`config.mk`:
```
export PLATFORM = sky130hd
export DESIGN_NAME = fp_sqrt_seq
export DESIGN_NICKNAME = d
export VERILOG_FILES = /design/src/rtl/fp_sqrt_pkg.sv /design/src/rtl/fp_sqrt_guess.sv /design/src/rtl/fp_sqrt_seq.sv
export SDC_FILE = /design/constraint.sdc
export NUM_CORES = 1
export LEC_CHECK = 0
export ABC_AREA = 0
export BUFFER_PORTS_ARGS = -buffer_cell sky130_fd_sc_hd__buf_4
export CAP_MARGIN = 20
export CORE_MARGIN = 5
export CORE_UTILIZATION = 44
export DETAILED_ROUTE_END_ITERATION = 8
export HOLD_SLACK_MARGIN = 0.03
export PLACE_DENSITY = 0.79
export SKIP_CTS_REPAIR_TIMING = 1
export SLEW_MARGIN = 15
export SYNTH_ARGS = -nofsm -noshare
export SYNTH_HDL_FRONTEND = slang
export SYNTH_SLANG_ARGS = --single-unit
export TNS_END_PERCENT = 10
```
`constraint.sdc`:
```
create_clock -name clk -period 1.9 [get_ports clk]
set_input_delay 0.095 -clock clk [delete_from_list [all_inputs] [get_ports clk]]
set_output_delay 0.095 -clock clk [all_outputs]
set_load 0.1 [all_outputs]
```
`src/rtl/fp_sqrt_pkg.sv`:
```
// Shared definitions for the sequential Newton-Raphson square-root block:
// FSM state encoding, IEEE-754 single constants and the iteration counter width.
`timescale 1ns/1ps
package fp_sqrt_pkg;

  typedef enum logic [2:0] {
    IDLE = 3'd0,
    INIT = 3'd1,
    DIV  = 3'd2,
    ADD  = 3'd3,
    DONE = 3'd4
  } state_t;

  localparam int          BIAS  = 127;
  localparam logic [31:0] QNAN  = 32'h7FC0_0000;
  localparam logic [31:0] PINF  = 32'h7F80_0000;
  localparam int          CNT_W = 4;

endpackage

```
`src/rtl/fp_sqrt_guess.sv`:
```
// Combinational initial guess for sqrt(A): the exponent is halved
// (signed, rounding toward minus infinity), and the mantissa is dropped.
`timescale 1ns/1ps
module fp_sqrt_guess
  import fp_sqrt_pkg::*;
(
  input  logic [31:0] operand,
  output logic [31:0] guess
);

  logic signed [9:0] unbiased;
  logic signed [9:0] halved;
  logic signed [9:0] rebiased;

  // Unbias, arithmetic-shift by one, rebias; only the low 8 bits form the exponent field.
  always_comb begin
    unbiased = $signed({2'b00, operand[30:23]}) - 10'(BIAS);
    halved   = unbiased >>> 1;
    rebiased = halved + 10'(BIAS);
    guess    = {1'b0, rebiased[7:0], 23'b0};
  end

endmodule

```
`src/rtl/fp_sqrt_seq.sv`:
```
// Sequential IEEE-754 single-precision square root by Newton-Raphson:
// X <- (X + A/X) / 2, ITERS times, using an external shared divider and adder.
// Optional macro FP_SQRT_SPECIAL_EN adds zero/negative/Inf/NaN short-cuts in INIT.
`timescale 1ns/1ps
module fp_sqrt_seq
  import fp_sqrt_pkg::*;
#(
  parameter int ITERS = 4
) (
  input  logic        clk,
  input  logic        rst_n,
  input  logic        start_i,
  input  logic [31:0] data_i,
  output logic        busy_o,
  output logic        done_o,
  output logic [31:0] data_o,
  output logic [31:0] div_a_o,
  output logic [31:0] div_b_o,
  input  logic [31:0] div_res_i,
  output logic [31:0] add_a_o,
  output logic [31:0] add_b_o,
  input  logic [31:0] add_res_i
);

  localparam logic [CNT_W-1:0] ITERS_C = CNT_W'(ITERS);

  state_t             state;
  state_t             state_nxt;
  logic [31:0]        a_reg;
  logic [31:0]        x_reg;
  logic [31:0]        q_reg;
  logic [CNT_W-1:0]   cnt;
  logic [CNT_W-1:0]   cnt_inc;
  logic [31:0]        guess;
  logic               accept;
  logic               special_hit;
  logic [31:0]        special_val;

  // Halving a float by decrementing its exponent; a zero exponent collapses to 0.
  function automatic logic [31:0] halve(input logic [31:0] s);
    if (s[30:23] == 8'd0) return 32'd0;
    return {s[31], s[30:23] - 8'd1, s[22:0]};
  endfunction

  fp_sqrt_guess u_guess (
    .operand(a_reg),
    .guess  (guess)
  );

`ifdef FP_SQRT_SPECIAL_EN
  // Classify the captured operand for results that need no iteration.
  always_comb begin
    special_hit = 1'b1;
    special_val = 32'd0;
    if (a_reg[30:23] == 8'd0)                               special_val = 32'd0;
    else if (a_reg[30:23] == 8'hFF && a_reg[22:0] != 23'd0) special_val = QNAN;
    else if (a_reg[31])                                     special_val = QNAN;
    else if (a_reg[30:23] == 8'hFF)                         special_val = PINF;
    else                                                    special_hit = 1'b0;
  end
`else
  assign special_hit = 1'b0;
  assign special_val = 32'd0;
`endif

  // A start landing on the done pulse is dropped; IDLE accepts on the following cycle.
  assign accept  = (state == IDLE) && start_i && !done_o;
  assign cnt_inc = cnt + CNT_W'(1);
  assign busy_o  = (state != IDLE);

  // State register.
  always_ff @(posedge clk) begin
    if (!rst_n) state <= IDLE;
    else        state <= state_nxt;
  end

  // Next-state decode and the operand buses to the shared arithmetic units.
  always_comb begin
    state_nxt = state;
    div_a_o   = 32'd0;
    div_b_o   = 32'd0;
    add_a_o   = 32'd0;
    add_b_o   = 32'd0;
    case (state)
      IDLE: if (accept) state_nxt = INIT;
      INIT: state_nxt = special_hit ? DONE : DIV;
      DIV: begin
        div_a_o   = a_reg;
        div_b_o   = x_reg;
        state_nxt = ADD;
      end
      ADD: begin
        add_a_o   = x_reg;
        add_b_o   = q_reg;
        state_nxt = (cnt_inc < ITERS_C) ? DIV : DONE;
      end
      DONE:    state_nxt = IDLE;
      default: state_nxt = IDLE;
    endcase
  end

  // Operand capture, iterate registers, counter and the result/done outputs.
  always_ff @(posedge clk) begin
    if (!rst_n) begin
      a_reg  <= 32'd0;
      x_reg  <= 32'd0;
      q_reg  <= 32'd0;
      cnt    <= '0;
      data_o <= 32'd0;
      done_o <= 1'b0;
    end else begin
      done_o <= (state == DONE);
      case (state)
        IDLE: if (accept) begin
          a_reg <= data_i;
          cnt   <= '0;
        end
        INIT: x_reg <= special_hit ? special_val : guess;
        DIV:  q_reg <= div_res_i;
        ADD: begin
          x_reg <= halve(add_res_i);
          cnt   <= cnt_inc;
        end
        DONE:    data_o <= x_reg;
        default: ;
      endcase
    end
  end

endmodule

```
==> results_dict.tcl <==
set metrics [dict create \
    critPathLaunch "state[1]$_SDFFE_PN0P_" \
    overflow 0 \
    grt_pass1_wl_microns 31970 \
    clockBufferDepth 2 \
    dr.first_iter.drc_count 503 \
    endpoint_kind "output pin" \
    dieWidth_microns 132.6 \
    fin_ws_ns -0.0007406 \
    grt_setup_unrepaired "yes" \
    die-area_sq_mm 0.01757 \
    synth-seq-cells 136 \
    crit_type "reg2out" \
    syn_area_sq_mm 0.006610 \
    synth-main-ff-cell "dfxtp_1" \
    violations "setup timing" \
    worstPathMaxFanout 47 \
    power_mw 7.942 \
    synth_cell_types 46 \
    period_minus_slack_ns 1.901 \
    groute.usage.overall 0.2228 \
    drt_first_pass_iters 7 \
    critPathLaunchType "flop" \
    rows 44 \
    hp-start "div_res_i[31]" \
    grt_max_degree 60 \
    wirelength_microns 23460 \
    grt_pass1_vias 6104 \
    place_congestion 0.8297 \
    clock_latency_ns 0.42 \
    worst_ep_arrival_time_ns 1.81 \
    whs_ns 0.02570 \
    coreArea_sq_mm 0.01464 \
    setup-tns-final_ns -0.0007406 \
    synth-seq-area-share 0.4119 \
    clk_pin_slew_ns 0.05 \
    drv_slew 0 \
    skew_ns 0.007964 \
    cts_htree_levels 4 \
    antenna_found_initial 0 \
    status "finished, violations left" \
    final_antenna_net_count 0 \
    r2r_start "state[1]$_SDFFE_PN0P_" \
    setup_viol 1 \
    syn-num-nets 918 \
    antennaDiodeCount 0 \
    worstMarginPinSlew_ns 0.5241 \
    start_util 0.4514 \
    synth_cells 814 \
    drc 0 \
    drive_gt1_frac 0.3240 \
    drt-wirelength-per-cell_microns 17.61 \
    boundaryPins 261 \
    hpwl_microns 14340 \
    async_flop_share 0 \
    final_nets 1239 \
    synth_edf_count 0 \
    die_h_microns 132.6 \
    cts_sinks 136 \
    period_share 1.000 \
    cts_tree "built" \
    yosys_warnings 0 \
    viasPerCell 5.282 \
    crit_required_ns 1.80 \
    hold_violations 0 \
    powerDensity_mw_per_mm2 728.9 \
    ir_drop_mv 0.8153 \
    hold_path.class "in2reg" \
    cts_root_buffer "clkbuf_16" \
    vias 7036 \
    syn_area_per_cell_sq_um 8.121 \
    maxCapViolCount 0 \
    relSlewSlack 0.6506 \
    p_leak_nw 4.974 \
    max_freq_mhz 526.1 \
    area_delta_synth_final_pct 64.83 \
    cts_inserted_buffers 17 \
    io_buffers 260 \
]
-- power breakdown --
| group | leakage, nW | internal [mW] | switching, mW |
|---|---|---|---|
| logic | 3.56 | 0.580 | 0.737 |
| registers | 1.11 | 2.97 | 0.112 |
| clock network | 0.305 | 2.30 | 1.25 |
| total | 4.97 | 5.85 | 2.10 |
-- kinds of logic (layout without fill, tap and decap cells) --
logic type	count (synthesis)	count (layout)	synth area share
XOR/XNOR	18	18	0.02385
AND/OR/NAND/NOR	408	408	0.3078
buffers and inverters	87	421	0.05338
multiplexers	2	2	0.003218
adder cells (fa/ha/maj)	5	5	0.009464
AO/OA/AOI/OAI	158	158	0.1904
flip-flops	136	136	0.4119
-- stage by stage --
step	cell area (sq um)	setup slack (ns)	utilization	std cells
floorplan	6626	-0.09235	-	814
global placement	8786	0.1368	0.6000	1209
CTS	9427	-0.1783	0.6437	1241
global route	10900	-0.1049	0.7440	1332
finish	10900	-0.0007406	0.7440	1332
detailed placement	8786	0.07463	0.6000	1209
-- cell usage after synthesis (all sizes together), types with 2 or more instances --
| cell | number | share of area |
|---|---|---|
| xor2 | 6 | 0.0079 |
| nor4 | 4 | 0.0038 |
| nand3 | 3 | 0.0023 |
| nor3 | 6 | 0.0045 |
| nor2b | 27 | 0.026 |
| a21boi | 98 | 0.11 |
| o21ai | 10 | 0.0076 |
| o211a | 5 | 0.0076 |
| inv | 8 | 0.0045 |
| ha | 5 | 0.0095 |
| a22oi | 24 | 0.042 |
| buf | 9 | 0.0091 |
| or3 | 2 | 0.0019 |
| and3 | 131 | 0.12 |
| dfxtp | 136 | 0.41 |
| nor2 | 17 | 0.010 |
| nand4 | 3 | 0.0028 |
| nand2b | 2 | 0.0019 |
| and2 | 5 | 0.0047 |
| xnor2 | 12 | 0.016 |
| nand2 | 200 | 0.11 |
| nand3b | 2 | 0.0023 |
| o221ai | 3 | 0.0040 |
| a21oi | 10 | 0.0081 |
| clkbuf | 70 | 0.040 |
-- path summary, 6_finish.rpt --
path,end,slack (ns),cells past startpoint
max,add_a_o[3],-0.0007,3
min,q_reg[31]$_SDFFE_PN0N_,0.03,3
max reg2reg,q_reg[8]$_SDFFE_PN0N_,0.03,5
min reg2reg,a_reg[4]$_SDFFE_PN0P_,0.46,2
-- worst max-delay path, cell delays in order, from the launching register on --
cell     delay (ns)
dfxtp_4        0.60
buf_8          0.27
and3_1         0.21
buf_4          0.29
-- placed cells by master, fill, tap and decap left out, types with 12 or more instances in the layout --
cell / count
nand2_1: 200
clkbuf_16: 18
and3_1: 117
buf_4: 213
a21boi_0: 98
buf_12: 27
buf_6: 40
a22oi_2: 19
dfxtp_1: 133
buf_8: 13
nor2b_1: 27
dlygate4sd3_1: 87
nor2_1: 14
xnor2_1: 12
-- area by class of cell --
| type | instances | area, sq um |
|---|---|---|
| clock buffers | 21 | 470.5 |
| clock inverters | 11 | 170.2 |
| fillers | 1021 | 3749 |
| inverters | 8 | 30.03 |
| multi-input cells | 591 | 3585 |
| flip-flops and latches | 136 | 2729 |
| well taps | 184 | 230.2 |
| repair buffers | 381 | 3681 |
-- layer usage --
metal  track usage  share of wire  up-vias
li1              -              -     3407
met4       0.06524          0.030        0
met3       0.05809          0.058       48
met1        0.2708           0.40     3317
met5             0              0        -
met2        0.3880           0.51      264
Note: power is estimated with default switching activity, not from simulation.
